$ cat config.mk
export PLATFORM = sky130hd
export DESIGN_NAME = pci_burst_phase_ctrl
export DESIGN_NICKNAME = d
export VERILOG_FILES = /design/src/rtl/pci_pkg.sv /design/src/rtl/pci_be_lane_mask.sv /design/src/rtl/pci_burst_phase_ctrl.sv
export SDC_FILE = /design/constraint.sdc
export NUM_CORES = 1
export LEC_CHECK = 0
export BUFFER_PORTS_ARGS = -buffer_cell sky130_fd_sc_hd__clkbuf_2
export CAP_MARGIN = 20
export CORE_MARGIN = 2
export CORE_UTILIZATION = 55
export DETAILED_ROUTE_END_ITERATION = 7
export HOLD_SLACK_MARGIN = 0.1
export PLACE_DENSITY = 0.86
export SKIP_LAST_GASP = 1
export SLEW_MARGIN = 20
export SYNTH_ARGS = -nofsm -noshare
export SYNTH_HDL_FRONTEND = slang
export SYNTH_SLANG_ARGS = --single-unit
$ cat constraint.sdc
create_clock -name clk -period 3.1 [get_ports clk]
set_input_delay 0.62 -clock clk [delete_from_list [all_inputs] [get_ports clk]]
set_output_delay 0.62 -clock clk [all_outputs]
set_load 0.01 [all_outputs]
$ cat src/rtl/pci_pkg.sv
// Shared definitions for the PCI burst phase controller.
package pci_pkg;

  typedef enum logic [1:0] {
    IDLE = 2'd0,
    ADDR = 2'd1,
    DATA = 2'd2,
    TURN = 2'd3
  } state_t;

  localparam logic RW_READ  = 1'b0;
  localparam logic RW_WRITE = 1'b1;

  // Number of byte lanes on an AD bus of the given width.
  function automatic int be_width(input int data_w);
    return data_w / 8;
  endfunction

endpackage

$ cat src/rtl/pci_be_lane_mask.sv
// Byte-lane qualification of one AD word: reads zero disabled lanes,
// writes pack enabled lanes toward lane 0. Also counts enabled lanes.
module pci_be_lane_mask
  import pci_pkg::*;
#(
  parameter int DATA_W = 32
) (
  input  logic [be_width(DATA_W)-1:0] be,
  input  logic [DATA_W-1:0]           ad_in,
  input  logic                        rw,
  output logic [DATA_W-1:0]           data_q,
  output logic [3:0]                  byte_cnt
);

  localparam int unsigned BE_W = be_width(DATA_W);

  // Walk lanes low to high; k tracks the next free packed lane on writes.
  always_comb begin
    int unsigned k;
    data_q   = '0;
    byte_cnt = '0;
    k        = 0;
    for (int unsigned i = 0; i < BE_W; i++) begin
      if (be[i]) begin
        if (rw == RW_READ) begin
          data_q[i*8 +: 8] = ad_in[i*8 +: 8];
        end else begin
          data_q[k*8 +: 8] = ad_in[i*8 +: 8];
        end
        k        = k + 1;
        byte_cnt = byte_cnt + 4'd1;
      end
    end
  end

endmodule

$ cat src/rtl/pci_burst_phase_ctrl.sv
// Initiator-side PCI burst controller: address phase, N data phases counted
// on TRDY#, FRAME# released in the last phase, byte-lane qualified capture.
module pci_burst_phase_ctrl
  import pci_pkg::*;
#(
  parameter int DATA_W  = 32,
  parameter int COUNT_W = 4
) (
  input  logic                        clk,
  input  logic                        rst_n,
  input  logic                        start,
  input  logic                        rw,
  input  logic [COUNT_W-1:0]          num_phases,
  input  logic [be_width(DATA_W)-1:0] be,
  input  logic [DATA_W-1:0]           ad_in,
  input  logic                        trdy_n,
  input  logic                        stop_n,
  output logic                        frame_n,
  output logic                        irdy_n,
  output logic                        busy,
  output logic                        done,
  output logic                        aborted,
  output logic [COUNT_W-1:0]          phases_left,
  output logic [DATA_W-1:0]           data_out,
  output logic                        data_valid,
  output logic [3:0]                  byte_cnt
);

  state_t               state;
  logic                 rw_q;
  logic [DATA_W-1:0]    lane_word;
  logic [3:0]           lane_cnt;
  logic [COUNT_W-1:0]   left_dec;
  logic                 last_phase;

  pci_be_lane_mask #(
    .DATA_W (DATA_W)
  ) u_lane_mask (
    .be       (be),
    .ad_in    (ad_in),
    .rw       (rw_q),
    .data_q   (lane_word),
    .byte_cnt (lane_cnt)
  );

  // Remaining-phase arithmetic; the decrement saturates at zero.
  always_comb begin
    last_phase = (phases_left == COUNT_W'(1));
    left_dec   = (phases_left != '0) ? phases_left - COUNT_W'(1) : phases_left;
  end

  // Burst FSM with registered bus controls, counter and qualified data.
  always_ff @(posedge clk or negedge rst_n) begin
    if (!rst_n) begin
      state       <= IDLE;
      rw_q        <= RW_READ;
      frame_n     <= 1'b1;
      irdy_n      <= 1'b1;
      busy        <= 1'b0;
      done        <= 1'b0;
      aborted     <= 1'b0;
      phases_left <= '0;
      data_out    <= '0;
      data_valid  <= 1'b0;
      byte_cnt    <= '0;
    end else begin
      done       <= 1'b0;
      data_valid <= 1'b0;
      case (state)
        IDLE: begin
          frame_n <= 1'b1;
          irdy_n  <= 1'b1;
          if (start && (num_phases != '0)) begin
            state       <= ADDR;
            rw_q        <= rw;
            phases_left <= num_phases;
            frame_n     <= 1'b0;
            busy        <= 1'b1;
            aborted     <= 1'b0;
          end
        end
        ADDR: begin
          state   <= DATA;
          irdy_n  <= 1'b0;
          frame_n <= last_phase;
        end
        DATA: begin
          if (!trdy_n) begin
            phases_left <= left_dec;
            data_valid  <= 1'b1;
            data_out    <= lane_word;
            byte_cnt    <= lane_cnt;
          end
          // Last-phase completion takes priority over a same-cycle stop.
          if (!trdy_n && last_phase) begin
            state   <= TURN;
            frame_n <= 1'b1;
            irdy_n  <= 1'b1;
            done    <= 1'b1;
            aborted <= 1'b0;
          end else if (!stop_n) begin
            state   <= TURN;
            frame_n <= 1'b1;
            irdy_n  <= 1'b1;
            done    <= 1'b1;
            aborted <= 1'b1;
          end else if (!trdy_n) begin
            frame_n <= (left_dec == COUNT_W'(1));
          end
        end
        TURN: begin
          state   <= IDLE;
          busy    <= 1'b0;
          frame_n <= 1'b1;
          irdy_n  <= 1'b1;
        end
        default: state <= IDLE;
      endcase
    end
  end

endmodule

==> results.ini <==
[timing]
rsz0062_at_grt = false
timing_hold_violations_final = 0
worstMarginPinSlew_ns = 0.6345
final-setup-viol-count = 0
fmax_ghz = 0.3745
layout_worst_path_cycle_share = 0.8615
maxSlewHeadroom = 0.5751
fin_crit_ns = 2.671
slew_viol_final = 0
worst_clk_skew_ns = 0.01221
summed_negative_setup_slack_over_all_endpoints_ns = 0

[clock_tree]
post-cts-setup-buffer-count = 0
ctsHoldBuffers = 0
worstSkewPairLatency_ns = 0.32
worst_setup_hold_path_clk_slew_ns = 0.10
clock_sink_count = 49
cts_buffer_depth = 2
h-tree-depth = 2
post_cts.resized_instances = 0
cts_tree = yes
cts_root_buf = sky130_fd_sc_hd__clkbuf_8
cts-buffers-inserted = 5

[critical_path]
critical_path.slowest_cell = sky130_fd_sc_hd__or4b_2
ff2ff_setup_slack_ns = 1.01
endpoint_kind = flop
required_ns = 3.36
regToRegStartpoint = state[0]
cpPeakStageDelay_ns = 0.60
timing.critical_path.buf_inv = 3
crit_chain = clkbuf_2 > inv_1 > fa_2 > ha_4 > ha_4 > or4b_2 > a21oi_2 > buf_4 > a22o_1
reg2regPathDepth = 8
critical_path.startpoint_type = input pin
endpoint_arrival_time_on_the_critical_path_ns = 2.93
crit_path_frequent_cell = sky130_fd_sc_hd__ha_4
critical_path.top_delay_family = adder cells
worstSetupPathType = input pin to flop
crit_fanout = 8
r2r-end = data_out[20]

[grt]
busiest_layer = met2
globalRouteTotalUtil = 0.2736
wire_length_of_the_first_global_routing_pass_mm = 13.04
antenna_found_initial = 0
total_global_routing_overflow = 0
first_global_vias = 2801
met1_track_demand_over_resource_in_global_routing = 0.3620
grt_start_max_net_pins = 43
grtUsageMet3 = 0.05059
globalRouteMet2Util = 0.4482

[synthesis]
synth_most_common_cell = sky130_fd_sc_hd__dfrtp_1
synth.cells.most_frequent = sky130_fd_sc_hd__dfrtp_1 (47), sky130_fd_sc_hd__o21ai_0 (45), sky130_fd_sc_hd__nand2_1 (36), sky130_fd_sc_hd__a221oi_1 (16), sky130_fd_sc_hd__nand3_1 (16)
avg_inst_size_synth_um2 = 9.455
synth_edf_count = 0
dominantRegCellSynth = sky130_fd_sc_hd__dfrtp_1
largest_area_contributor_in_the_synthesized_netlist = sky130_fd_sc_hd__dfrtp_1
synth_sequential_area_ratio = 0.4206
synth_area_leaders = sky130_fd_sc_hd__dfrtp_1 (40%), sky130_fd_sc_hd__o21ai_0 (7.7%), sky130_fd_sc_hd__ha_1 (6.0%)
mappedNetlistNets = 370
mapped_area_um2 = 2922
synth.lib_cells_used.distinct = 55
post_synth_inst_count = 309
postSynthRegisterBits = 49
ys_warn_count = 0
async_flop_share = 1.000
yosys.area.top_type_share = 0.4026

[floorplan]
std_cell_rows = 26
dieArea_um2 = 5911
die_y_um = 76.88
start_util = 0.5720
die-width_um = 76.88
floorplan.io_pins = 92
core_region_area_um2 = 5107

[finish]
drive_above_1_share = 0.3333
post-route-util = 0.7048
num-nets-final = 462
area_growth_pct = 23.21
antenna_diode_count = 0

[min_path]
worst_hold_path_type = input pin to async pin

[placed_design]
place_hpwl_mm = 5.801
gp_routability_congestion = 0.9049
buffer_ports.inserted = 91

[outcome]
status = completed

[routing]
total_number_of_vias = 2877
dr.first_iter.drc_count = 311
drc = 0
viasPerCell = 6.095
detailedRoute.firstPassIterationCount = 5
detail-route-antenna-nets = 0
routed_wl_mm = 7.919
drt-wirelength-per-cell_um = 16.78

[pwr]
leakage_power_of_the_design_nw = 1.750
max-vdd-ir-drop_v = 0.0003482
power_density_nw_per_um2 = 819.6

[job]
drv.max_cap_violation_count = 0

-- worst register-to-register path: cells and delay by family (launching register included) --
kind	cells	cell delay, ns
AOI/OAI and AO/OA	1	0.29
adders and majority gates	1	0.20
buffers and inverters	4	0.85
DFF	1	0.45
and+or+nand+nor	2	0.21
-- cell type report --
type                       instances  area, um^2
multi-input combinational        226        1577
timing repair buffer             105       560.5
sequential                        49        1229
clock inverter                     3       25.02
fill                             411        1508
inverter                          14       52.55
tap                               70       87.58
clock buffer                       5       68.82
-- layer usage --
metal | part of all wire | wire length, um
met1 | 0.42 | 3320
met2 | 0.49 | 3876
met3 | 0.074 | 586
met4 | 0.017 | 135
met5 | 0 | 0
-- how the worst max path moves through the flow --
| stage | startpoint | endpoint | slack, ns | cells after the start |
|---|---|---|---|---|
| floorplan | be[0] | data_out[16] | 0.005 | 11 |
| global route | be[1] | data_out[27] | 0.31 | 11 |
| detailed placement | be[2] | data_out[31] | 0.11 | 9 |
| CTS | be[1] | data_out[31] | 0.43 | 11 |
| finish | be[2] | data_out[31] | 0.43 | 9 |
| global placement | be[2] | data_out[29] | 0.18 | 9 |
-- flip-flops by register name, summed over array words and instances (netlist names), 2 cells and up --
| register | flops |
|---|---|
| state | 2 |
| data_out | 32 |
| phases_left | 4 |
| byte_cnt | 4 |
-- power by group --
part | total (mW) | switching (mW) | internal (mW)
clock network | 0.408 | 0.243 | 0.165
logic | 1.42 | 0.789 | 0.628
registers | 1.12 | 0.205 | 0.920
-- logic make-up (layout without fill, tap and decap cells) --
logic type | count (synthesis) | after routing | share of synthesized area
multiplexers | 7 | 7 | 0.02484
adder cells (fa/ha/maj) | 15 | 15 | 0.06681
AND/OR/NAND/NOR | 97 | 97 | 0.1824
AO/OA/AOI/OAI | 105 | 105 | 0.2501
flip-flops | 49 | 49 | 0.4206
buffers and inverters | 34 | 127 | 0.04925
XOR/XNOR | 2 | 2 | 0.005997
-- metrics by stage --
step	setup slack, ns	cell area [um^2]	instances	hold slack [ns]	total power, mW
after detailed placement	0.1061	3506	464	0.4697	2.547
after floorplan	0.004505	2963	309	0.3244	2.020
after global placement	0.1841	3506	464	0.4645	2.494
after CTS	0.4319	3600	472	0.3138	2.950
final	0.4295	3600	472	0.3020	2.950
after global routing	0.3078	3600	472	0.3315	3.176
-- cell usage in the layout, fill, tap and decap left out, types with 3 or more instances in the layout --
cell type and instances:
sky130_fd_sc_hd__a221oi_1 16, sky130_fd_sc_hd__ha_1 12, sky130_fd_sc_hd__mux2i_1 5, sky130_fd_sc_hd__clkbuf_8 5, sky130_fd_sc_hd__a21oi_1 11, sky130_fd_sc_hd__inv_1 13, sky130_fd_sc_hd__nor3_1 3, sky130_fd_sc_hd__a221o_1 8
sky130_fd_sc_hd__nand3_1 16, sky130_fd_sc_hd__nand2_1 36, sky130_fd_sc_hd__a22o_1 8, sky130_fd_sc_hd__nand2b_1 3, sky130_fd_sc_hd__dfrtp_1 47, sky130_fd_sc_hd__nor2_1 7, sky130_fd_sc_hd__clkbuf_2 91, sky130_fd_sc_hd__o21ai_0 45
sky130_fd_sc_hd__buf_4 14, sky130_fd_sc_hd__and2_1 10
Power figures use the tool's default switching activity.
